File: src/rtl/block_unpack_seq.sv
// block_unpack_seq
//   Accepts one 128-bit block over a valid/ready handshake. It then emits the
//   block as 4 x 32-bit words or 16 x 8-bit bytes over a second valid/ready
//   handshake. By default the most significant chunk goes out first.
//
// Parameters
//   LSB_FIRST     0: chunk 0 is bits [127:96] (word) or [127:120] (byte)
//                 1: chunk order is reversed
// Ports
//   clk           clock, rising edge
//   rst_n         asynchronous reset, active low
//   flush         synchronous abort: drop the held block and return to idle
//   in_valid      in_block / in_byte_mode are valid
//   in_ready      a block can be accepted this cycle
//   in_block      block to unpack
//   in_byte_mode  0: emit 4 words, 1: emit 16 bytes (latched at accept)
//   out_valid     out_data is valid
//   out_ready     consumer takes out_data this cycle
//   out_data      word, or byte in [7:0] with [31:8] = 0
//   out_idx       transfer-order index of the current chunk
//   out_last      the current chunk is the final one of the block
//   busy          a block is held
module block_unpack_seq #(
    parameter bit LSB_FIRST = 1'b0
) (
    input  logic         clk,
    input  logic         rst_n,
    input  logic         flush,
    input  logic         in_valid,
    output logic         in_ready,
    input  logic [127:0] in_block,
    input  logic         in_byte_mode,
    output logic         out_valid,
    input  logic         out_ready,
    output logic [31:0]  out_data,
    output logic [3:0]   out_idx,
    output logic         out_last,
    output logic         busy
);

    typedef enum logic [1:0] {
        IDLE = 2'd0,
        WORD = 2'd1,
        BYTE = 2'd2
    } state_t;

    state_t       state_q, state_d;
    logic [3:0]   count_q, count_d;
    logic [127:0] blk_q, blk_d;

    // Chunk position counted from the LSB end of the block.
    // For MSB-first order this is the bitwise complement of count.
    logic [1:0]   wpos;
    logic [3:0]   bpos;
    logic [31:0]  word_sel;
    logic [7:0]   byte_sel;

    always_ff @(posedge clk or negedge rst_n) begin
        if (!rst_n) begin
            state_q <= IDLE;
            count_q <= '0;
            blk_q   <= '0;
        end else begin
            state_q <= state_d;
            count_q <= count_d;
            blk_q   <= blk_d;
        end
    end

    always_comb begin
        wpos     = LSB_FIRST ? count_q[1:0] : ~count_q[1:0];
        bpos     = LSB_FIRST ? count_q : ~count_q;
        word_sel = blk_q[{wpos, 5'b00000} +: 32];
        byte_sel = blk_q[{bpos, 3'b000} +: 8];

        busy      = (state_q != IDLE);
        out_valid = busy;
        in_ready  = (state_q == IDLE) && !flush;
        out_last  = ((state_q == WORD) && (count_q == 4'd3)) ||
                    ((state_q == BYTE) && (count_q == 4'd15));
        out_idx   = busy ? count_q : '0;
        out_data  = '0;
        if (state_q == WORD) begin
            out_data = word_sel;
        end else if (state_q == BYTE) begin
            out_data = {24'h000000, byte_sel};
        end
    end

    always_comb begin
        state_d = state_q;
        count_d = count_q;
        blk_d   = blk_q;
        if (flush) begin
            state_d = IDLE;
            count_d = '0;
        end else begin
            case (state_q)
                IDLE: begin
                    if (in_valid) begin
                        blk_d   = in_block;
                        count_d = '0;
                        state_d = in_byte_mode ? BYTE : WORD;
                    end
                end
                default: begin
                    if (out_ready) begin
                        if (out_last) begin
                            state_d = IDLE;
                            count_d = '0;
                        end else begin
                            count_d = count_q + 4'd1;
                        end
                    end
                end
            endcase
        end
    end

endmodule

File: config.mk
export PLATFORM = sky130hd
export DESIGN_NAME = block_unpack_seq
export DESIGN_NICKNAME = d
export VERILOG_FILES = /design/src/rtl/block_unpack_seq.sv
export SDC_FILE = /design/constraint.sdc
export NUM_CORES = 1
export LEC_CHECK = 0
export ABC_AREA = 1
export BUFFER_PORTS_ARGS = -buffer_cell sky130_fd_sc_hd__buf_2
export CORE_MARGIN = 5
export CORE_UTILIZATION = 55
export CTS_BUF_LIST = sky130_fd_sc_hd__clkbuf_8
export DETAILED_ROUTE_END_ITERATION = 7
export GPL_TIMING_DRIVEN = 1
export PLACE_DENSITY = 0.82
export REMOVE_ABC_BUFFERS = 1
export SYNTH_ARGS = -nofsm -noshare
export SYNTH_HDL_FRONTEND = slang
export SYNTH_SLANG_ARGS = --single-unit
File: constraint.sdc
create_clock -name clk -period 4.7 [get_ports clk]
set_clock_uncertainty 0.2 [all_clocks]
set_input_delay 0.94 -clock clk [delete_from_list [all_inputs] [get_ports clk]]
set_output_delay 0.94 -clock clk [all_outputs]
set_load 0.05 [all_outputs]
==> results of run 1 <==
cells by family (layout without fill, tap and decap cells):
family | Yosys count | after routing | synth area share, %
buffers and inverters | 93 | 228 | 7.687
flip-flops | 134 | 134 | 43.56
AO/OA/AOI/OAI | 67 | 67 | 5.006
adder cells (fa/ha/maj) | 1 | 1 | 0.1625
AND/OR/NAND/NOR | 802 | 802 | 43.59
worst paths after layout:
path                       cells after the start  slack (ns)                endpoint              startpoint
setup / recovery                               8        0.96             out_data[2]  count_q[0]$_DFFE_PN0P_
hold / removal                                 1        0.27   blk_q[24]$_DFFE_PN0P_                   rst_n
setup reg to reg                               7        1.95   blk_q[49]$_DFFE_PN0P_  state_q[1]$_DFFE_PN0P_
hold reg to reg                                2        0.27  blk_q[127]$_DFFE_PN0P_  blk_q[127]$_DFFE_PN0P_
max in group asynchronous                      2        3.06  count_q[3]$_DFFE_PN0P_                   rst_n
min in group clk                               2        0.27  blk_q[127]$_DFFE_PN0P_  blk_q[127]$_DFFE_PN0P_
registers in the layout, indices dropped and copies added (netlist names):
signal and count:
count_q 4, state_q 2, blk_q 128
power by group through the flow:
stage	clock (W)	combinational, W	sequential [W]
after floorplan	0	0.00202	0.00206
after global placement	0	0.00273	0.00207
after detailed placement	0	0.00279	0.00207
after CTS	0.00112	0.00280	0.00206
after global routing	0.00118	0.00315	0.00214
final	0.00111	0.00279	0.00207
layout by cell type, fill, tap and decap left out, drive strengths merged, types with 5 or more instances in the layout:
cell type	instances
a21oi	49
nor3	18
a311oi	8
nor2	21
nand2	546
bufinv	5
buf	183
clkinv	5
dfrtp	134
inv	13
o21bai	8
clkbuf	19
nand3	213
per-stage QoR:
step / worst slack, ns / hold WS, ns / instance area [sq um] / power, W / TNS, ns
2_1_floorplan: -0.2625 / 0.2422 / 7158 / 0.004079 / -6.882
3_3_place_gp: 1.505 / 0.2571 / 8366 / 0.004791 / 0
3_5_place_dp: 1.469 / 0.2592 / 8366 / 0.004864 / 0
4_1_cts: 0.9676 / 0.2764 / 8831 / 0.005991 / 0
5_1_grt: 0.7398 / 0.2937 / 8831 / 0.006473 / 0
6_report: 0.9641 / 0.2726 / 8831 / 0.005971 / 0
per-layer routing:
layer	track usage, %	vias to the layer above	wire, um
met1	34.56	3465	8839
met2	41.59	296	9780
li1	-	3799	-
met4	7.928	0	410
met3	5.625	32	1657
met5	0	-	0
area by class of cell:
type / instances / share of cell area, %
inverters: 13 / 0.5809
multi-input cells: 870 / 42.56
repair buffers: 183 / 11.04
well taps: 180 / 2.550
flip-flops and latches: 134 / 38.00
clock buffers: 19 / 2.961
clock inverters: 13 / 2.309
critical path: cells and delay by family (launching register included):
family | cells | cell delay (ns)
buf+inv | 2 | 1.05
flops | 1 | 0.36
simple gates | 5 | 0.48
compound gates | 1 | 0.21
==> metrics.cfg, run 1 <==
[cells_and_area]
final_cell_count_no_fill = 1412
multi_input_area_sq_um = 3759
drive_above_1_share_pct = 18.51
fin_nets = 1354
seqCellArea_sq_um = 3356
final_util_pct = 63.87
syn_to_final_growth_pct = 14.71
nFillCells = 1281
antenna_cells = 0

[placement]
place_inst = 1380
gp_congestion = 0.8536
portBuffers = 173
dpl.hpwl_mm = 13.61

[detailed_routing]
drt_iter0_drc = 607
routed_wl_mm = 20.69
vias_per_cell = 5.377
ant_nets = 0
vias = 7592
wl_per_cell_um = 14.65
route.detailed.drc = 0
drtPass1Iterations = 5

[pwr]
power_leakage_nw = 4.815
power_density_nw_per_um2 = 676.2
irDropWorstVdd_mv = 0.3319
p_comb_share_pct = 46.8
pwr-share-clk_pct = 18.6
net-switching-power_w = 0.002796
switching_share_pct = 46.82
power.internal_w = 0.003175
share_seq_of_total_power_pct = 34.6

[logic_synthesis]
synth_cells = 1097
synthesis.area_sq_um = 7699
yosys_warnings = 0
ys_top_cells_by_area = dfrtp_1, nand2_1, nand3_1
synth.most_common_cell = nand2_1
synth_top_area_share_pct = 43.56
syn_avg_cell_area_sq_um = 7.018
yosysTopAreaCell = dfrtp_1
synthArstFlopShare_pct = 100.0
ys_seq_area_share_pct = 43.56
synth_seq_cells = 134
synth_edf_count = 0
synth.distinct_cells = 25
yosys_most_used_dff = dfrtp_1
synth_common_cells = nand2_1, nand3_1, dfrtp_1

[critical_path]
path_cells = buf_4 -> nand2_1 -> nand3_1 -> nand2_1 -> nand2_1 -> nand2_1 -> o21bai_1 -> buf_2
endpoint_kind = output port
cp_slowest_cell = buf_4
worstSetupPathType = flop to output port
cpMostUsedCell = nand2_1
cp.required_ns = 3.56
max_stage_delay_ns = 0.75
crit_arrival_ns = 2.60
crit_fanout = 98
critPathLaunchType = flop

[floorplanning]
start_util_pct = 55.68
num_rows = 43
die-area_sq_um = 16460
core-area_sq_um = 13830
ios = 174
die_w_um = 128.3
die_h_um = 128.3

[grt]
track_usage_pct = 25.63
grt_pass1_wl_mm = 33.84
grt_remaining_overflow = 0
antenna_found_initial = 0
grt_pass1_vias = 6978
grt_max_degree = 99

[sta]
tightest_slew_ns = 1.094
fin_crit_sh_pct = 79.49
slew-limit-headroom_pct = 26.99
finalCriticalPeriod_ns = 3.736
max_freq_ghz = 0.2677
final_hold_viol_count = 0
setup_viol = 0
finalMaxSlewViolations = 0
rsz0062_at_grt = false

[clock_network]
cts_root_buffer = clkbuf_8
cts_setup_buffers = 0
clkTransAtPathRegs_ns = 0.07
cts_tree = yes
cts_resized = 0
insertion_delay_ns = 0.45
cts_num_sinks = 134
h-tree-depth = 4
cts_buffer_depth = 2
cts_made_buffers = 17
holdBufCountCts = 0

[flow_run]
cap_violations = 0

[min_path]
min_path_type = input pin to async pin

[run_status]
status = finished clean

No activity file was read; power rests on OpenSTA's default activity.
==> run 2, diff against run 1 <==
==> constraint.sdc (replaced) <==
create_clock -name clk -period 3.7 [get_ports clk]
set_clock_uncertainty 0.2 [all_clocks]
set_input_delay 0.74 -clock clk [delete_from_list [all_inputs] [get_ports clk]]
set_output_delay 0.74 -clock clk [all_outputs]
set_load 0.05 [all_outputs]
==> run 2 against run 1 <==
Against the previous run: core utilization up 0.14 points; sequential power up 27%; global-route usage about the same; final cell count up 0.64%; routed wire length down 1.1%; sequential cell count unchanged; critical path type unchanged.
==> metrics.cfg, run 2 (synthesis gave the netlist of run 1 again) <==
[detailed_routing]
ant_nets = 0  ; unchanged
route.detailed.drc = 0  ; unchanged
dr_wl_met3_mm = 1.446  ; -13%
drt_iter0_drc = 614  ; +1.2%
vias = 7566  ; -0.34%
top_layer = met4
vias_per_cell = 5.324  ; -0.97%
wl_per_cell_um = 14.40  ; -1.7%
wl_met1_mm = 8.891  ; +0.59%
met2WireLength_mm = 9.732  ; -0.49%
drtPass1Iterations = 5  ; unchanged
routed_wl_mm = 20.47  ; -1.1%

[placement]
place_inst = 1389  ; +0.65%
dpl.hpwl_mm = 13.93  ; +2.3%
portBuffers = 173  ; unchanged
gp_congestion = 0.8494  ; -0.49%

[flow_run]
cap_violations = 0  ; unchanged

[pwr]
power_leakage_nw = 4.841  ; +0.55%
irDropWorstVdd_mv = 0.3644  ; +9.8%
power_density_nw_per_um2 = 839.6  ; +24%
power.total_w = 0.007430  ; +24%

[cells_and_area]
top_register = blk_q
fin_nets = 1363  ; +0.66%
drive_above_1_share_pct = 19.10  ; +0.59 points
seqCellArea_sq_um = 3356  ; unchanged
final_cell_mix = nand2_1, nand3_1, buf_2
multi_input_area_sq_um = 3759  ; unchanged
final_util_pct = 64.00  ; +0.14 points
largest_reg_flops = 128  ; unchanged
final_common_cell = nand2_1
antenna_cells = 0  ; unchanged
reg_top3 = blk_q x128, count_q x4, state_q x2
final_cell_count_no_fill = 1421  ; +0.64%
nFillCells = 1285  ; +0.31%
syn_to_final_growth_pct = 14.95

[grt]
track_usage_pct = 25.59  ; -0.045 points
grt_pass1_wl_mm = 34.03  ; +0.57%
grt_max_degree = 98  ; -1.0%
grt_pass1_vias = 7345  ; +5.3%
grt_remaining_overflow = 0  ; unchanged
antenna_found_initial = 0  ; unchanged

[clock_network]
cts_root_buffer = clkbuf_8
h-tree-depth = 4  ; unchanged
clkTransAtPathRegs_ns = 0.08  ; about the same
holdBufCountCts = 0  ; unchanged
cts_buffer_depth = 2  ; unchanged
cts_tree = yes
cts_made_buffers = 17  ; unchanged
cts_resized = 0  ; unchanged
cts_num_sinks = 134  ; unchanged
cts_setup_buffers = 0  ; unchanged
insertion_delay_ns = 0.45  ; about the same

[sta]
finalCriticalPeriod_ns = 3.334
setup_viol = 0  ; unchanged
fin_hold_ws_ns = 0.09949  ; -0.1731 ns
final_hold_viol_count = 0  ; unchanged
max_freq_ghz = 0.2999
finalMaxSlewViolations = 0  ; unchanged
rsz0062_at_grt = false
finalSetupTns_ns = 0  ; unchanged
slew-limit-headroom_pct = 36.89  ; +9.9 points
tightest_slew_ns = 0.9467  ; -0.1469 ns
fin_crit_sh_pct = 90.12

[critical_path]
crit_arrival_ns = 2.39  ; -0.21 ns
endpoint_kind = output port
r2r_cells = 6  ; -1
r2r-start = state_q[1]$_DFFE_PN0P_
reg2reg_to = blk_q[99]$_DFFE_PN0P_
worstSetupPathType = flop to output port
cp.required_ns = 2.76  ; -0.80 ns
critPathLaunchType = flop
r2r_setup_slack_ns = 1.52  ; -0.43 ns
crit_fanout = 66  ; -33%

[floorplanning]
ios = 174  ; unchanged
core-area_sq_um = 13830  ; unchanged
die_w_um = 128.3  ; unchanged
num_rows = 43  ; unchanged
die_h_um = 128.3  ; unchanged
start_util_pct = 55.68  ; unchanged
die-area_sq_um = 16460  ; unchanged

[run_status]
status = finished clean

[min_path]
min_path_type = input pin to async pin

[run 2: metrics by stage]
step           area [sq um]  setup slack [ns]
6_report               8850            0.3655
5_1_grt                8850            0.1864
4_1_cts                8850            0.3540
3_5_place_dp           8446            0.8681
3_3_place_gp           8446            0.8992
2_1_floorplan          7158            -1.063
[run 2: how the worst max path moves through the flow]
stage                     depth (start not counted)                   start      endpoint
after floorplan                                   2  count_q[1]$_DFFE_PN0P_  out_data[16]
after global placement                            5  state_q[0]$_DFFE_PN0P_  out_data[22]
after detailed placement                          5  state_q[0]$_DFFE_PN0P_  out_data[18]
after CTS                                         5  state_q[0]$_DFFE_PN0P_  out_data[18]
after global routing                              8  count_q[0]$_DFFE_PN0P_   out_data[5]
final                                             8  count_q[0]$_DFFE_PN0P_   out_data[2]
[run 2: critical path, cell delays in order (launching register included)]
cell      delay, ns
dfrtp_2        0.38
buf_4          0.54
nand2_1        0.17
nand3_1        0.13
nand2_1        0.07
nand2_1        0.05
nand2_1        0.07
o21bai_1       0.20
buf_2          0.29
[run 2: area by class of cell]
class	instances	share of cell area [%]
clock inverter	12	1.456
clock buffer	20	3.110
multi-input combinational	870	42.47
tap	180	2.545
sequential	134	37.92
inverter	13	0.5797
timing repair buffer	192	11.92
[run 2: per-layer routing]
layer | global-route usage [%] | vias to the layer above
met5 | 0 | -
met4 | 8.427 | 0
met3 | 5.250 | 36
met2 | 41.89 | 261
met1 | 34.15 | 3452
li1 | - | 3817
[run 2: power by group]
group / internal (W) / switching (W) / leakage, nW
clock network: 0.000649 / 0.000569 / 0.206
registers: 0.00215 / 0.000479 / 1.67
logic: 0.00109 / 0.00250 / 2.97
==> run 3, diff against run 2 <==
--- a/config.mk
+++ b/config.mk
@@ -12,7 +12,7 @@
 export CTS_BUF_LIST = sky130_fd_sc_hd__clkbuf_8
 export DETAILED_ROUTE_END_ITERATION = 7
 export GPL_TIMING_DRIVEN = 1
-export PLACE_DENSITY = 0.82
+export PLACE_DENSITY = 0.81
 export REMOVE_ABC_BUFFERS = 1
 export SYNTH_ARGS = -nofsm -noshare
 export SYNTH_HDL_FRONTEND = slang
==> constraint.sdc (replaced) <==
create_clock -name clk -period 3.4 [get_ports clk]
set_clock_uncertainty 0.2 [all_clocks]
set_input_delay 0.68 -clock clk [delete_from_list [all_inputs] [get_ports clk]]
set_output_delay 0.68 -clock clk [all_outputs]
set_load 0.05 [all_outputs]
==> run 3 against run 2 <==
Against the previous run: via count up 0.41%; design area about the same; core utilization about the same; final cell count unchanged; non-clock buffer count unchanged; total power up 7.9%; die area unchanged.
==> metrics.cfg, run 3 (synthesis gave the netlist of run 1 again) <==
[sta]
max_freq_ghz = 0.3092
final_hold_viol_count = 0  ; unchanged
finalCriticalPeriod_ns = 3.234
tightest_slew_ns = 0.6836  ; -0.2630 ns
slew-limit-headroom_pct = 54.39  ; +17 points
setup_viol = 0  ; unchanged
fin_crit_sh_pct = 95.11
finalMaxSlewViolations = 0  ; unchanged
fin_hold_ws_ns = 0.02615  ; -0.07334 ns
rsz0062_at_grt = false

[detailed_routing]
wl_per_cell_um = 14.29  ; -0.76%
vias_per_cell = 5.346  ; +0.41%
route.detailed.drc = 0  ; unchanged
drtPass1Iterations = 5  ; unchanged
vias = 7597  ; +0.41%
ant_nets = 0  ; unchanged
routed_wl_mm = 20.31  ; -0.76%
drt_iter0_drc = 574  ; -6.5%

[clock_network]
clkTransAtPathRegs_ns = 0.08  ; about the same
cts_root_buffer = clkbuf_8
cts_tree = yes
insertion_delay_ns = 0.43  ; -0.02 ns
cts_num_sinks = 134  ; unchanged
h-tree-depth = 4  ; unchanged
cts_made_buffers = 17  ; unchanged
cts_buffer_depth = 2  ; unchanged

[critical_path]
endpoint_kind = output port
critPathBufInv = 3  ; +1
cpLargestDelayFamily = buffers and inverters
cp-startpoint = count_q[0]$_DFFE_PN0P_
crit_fanout = 57  ; -14%
r2r_cells = 10  ; +4
cp.required_ns = 2.52  ; -0.24 ns
r2r-start = state_q[1]$_DFFE_PN0P_
crit_arrival_ns = 2.35  ; -0.04 ns
critPathLaunchType = flop
crit_end = out_data[2]
max_stage_delay_ns = 0.61  ; +0.07 ns
cpMostUsedCell = nand2_1
worstSetupPathType = flop to output port
cp_slowest_cell = dfrtp_4
reg2reg_to = count_q[3]$_DFFE_PN0P_
path_depth = 9  ; +1
r2r_setup_slack_ns = 0.83  ; -0.69 ns
path_cells = inv_2 -> buf_12 -> nand2_1 -> nand3_1 -> nand2_1 -> nand2_1 -> nand3_1 -> o21bai_1 -> buf_2

[cells_and_area]
top_register = blk_q
final_cell_mix = nand2_1, nand3_1, buf_2
drive_above_1_share_pct = 18.86  ; -0.24 points
syn_to_final_growth_pct = 15.02  ; about the same
final_common_cell = nand2_1
antenna_cells = 0  ; unchanged
final_cell_count_no_fill = 1421  ; unchanged
reg_top3 = blk_q x128, count_q x4, state_q x2
fin_nets = 1363  ; unchanged
largest_reg_flops = 128  ; unchanged

[floorplanning]
die-area_sq_um = 16460  ; unchanged
core-area_sq_um = 13830  ; unchanged
die_h_um = 128.3  ; unchanged
die_w_um = 128.3  ; unchanged
start_util_pct = 55.68  ; unchanged
ios = 174  ; unchanged
num_rows = 43  ; unchanged

[placement]
gp_congestion = 0.8593  ; +1.2%
place_inst = 1389  ; unchanged
dpl.hpwl_mm = 14.00  ; +0.51%
portBuffers = 173  ; unchanged

[grt]
antenna_found_initial = 0  ; unchanged
grt_pass1_vias = 7025  ; -4.4%
grt_remaining_overflow = 0  ; unchanged
grt_max_degree = 66  ; -33%
track_usage_pct = 25.52  ; -0.061 points
grt_pass1_wl_mm = 33.69  ; -1.0%

[pwr]
power_leakage_nw = 4.853  ; +0.24%
power_density_nw_per_um2 = 905.2  ; +7.8%
irDropWorstVdd_mv = 0.5659  ; +55%

[min_path]
min_path_type = input pin to async pin

[flow_run]
cap_violations = 0  ; unchanged

[run_status]
status = finished clean

[run 3: metrics by stage]
| stage | setup slack, ns | utilization, % | cell area (sq um) | setup TNS (ns) | power, W |
|---|---|---|---|---|---|
| 3_5_place_dp | 0.5281 | 61.19 | 8461 | 0 | 0.006753 |
| 2_1_floorplan | -1.303 | - | 7158 | -76.21 | 0.005639 |
| 4_1_cts | 0.04796 | 63.92 | 8838 | 0 | 0.008036 |
| 5_1_grt | 0.01331 | 64.04 | 8855 | 0 | 0.008736 |
| 3_3_place_gp | 0.5700 | 61.19 | 8461 | 0 | 0.006657 |
| 6_report | 0.1662 | 64.04 | 8855 | 0 | 0.008015 |
[run 3: routing by layer]
layer,vias to the layer above,share of wire (%),GRT usage [%]
li1,3830,-,-
met1,3444,45,35.81
met2,299,46,39.93
met3,24,7.5,5.875
met4,0,1.5,7.303
met5,-,0,0
[run 3: where the power goes]
part / internal (W) / switching (W)
sequential: 0.00234 / 0.000571
combinational: 0.00119 / 0.00266
clock: 0.000673 / 0.000578
[run 3: worst min path at each step]
stage | slack, ns | from | cells after the start | endpoint
2_1_floorplan | 0.18 | rst_n | 0 | blk_q[0]$_DFFE_PN0P_
3_3_place_gp | 0.25 | blk_q[64]$_DFFE_PN0P_ | 2 | blk_q[64]$_DFFE_PN0P_
3_5_place_dp | 0.26 | blk_q[68]$_DFFE_PN0P_ | 2 | blk_q[68]$_DFFE_PN0P_
4_1_cts | 0.03 | rst_n | 1 | blk_q[76]$_DFFE_PN0P_
5_1_grt | 0.05 | rst_n | 1 | blk_q[76]$_DFFE_PN0P_
6_report | 0.03 | rst_n | 1 | blk_q[76]$_DFFE_PN0P_
[run 3: repair_timing]
| item | 4_1_cts | 5_1_grt |
|---|---|---|
| setup buffers | 0 | 0 |
| endpoints found under the setup margin | 0 | 13 |
| hold buffers | 0 | 0 |
| hold endpoints to repair | 0 | 0 |
| gates resized for setup | 0 | 5 |
[run 3: worst reg2reg max path: stages (launching register included)]
cell     delay, ns
dfrtp_1       0.45
nor2_4        0.26
inv_4         0.11
nor2_8        0.38
buf_4         0.54
nand2_4       0.14
nand2_2       0.11
inv_2         0.06
nand2_1       0.10
inv_1         0.07
nor2_1        0.08
[run 3: layout make-up]
cell class                 count  area (sq um)
fill                        1297          4972
multi-input combinational    870          3759
sequential                   134          3361
timing repair buffer         192          1081
clock buffer                  19         261.5
tap                          180         225.2
clock inverter                13         116.4
inverter                      13         51.30
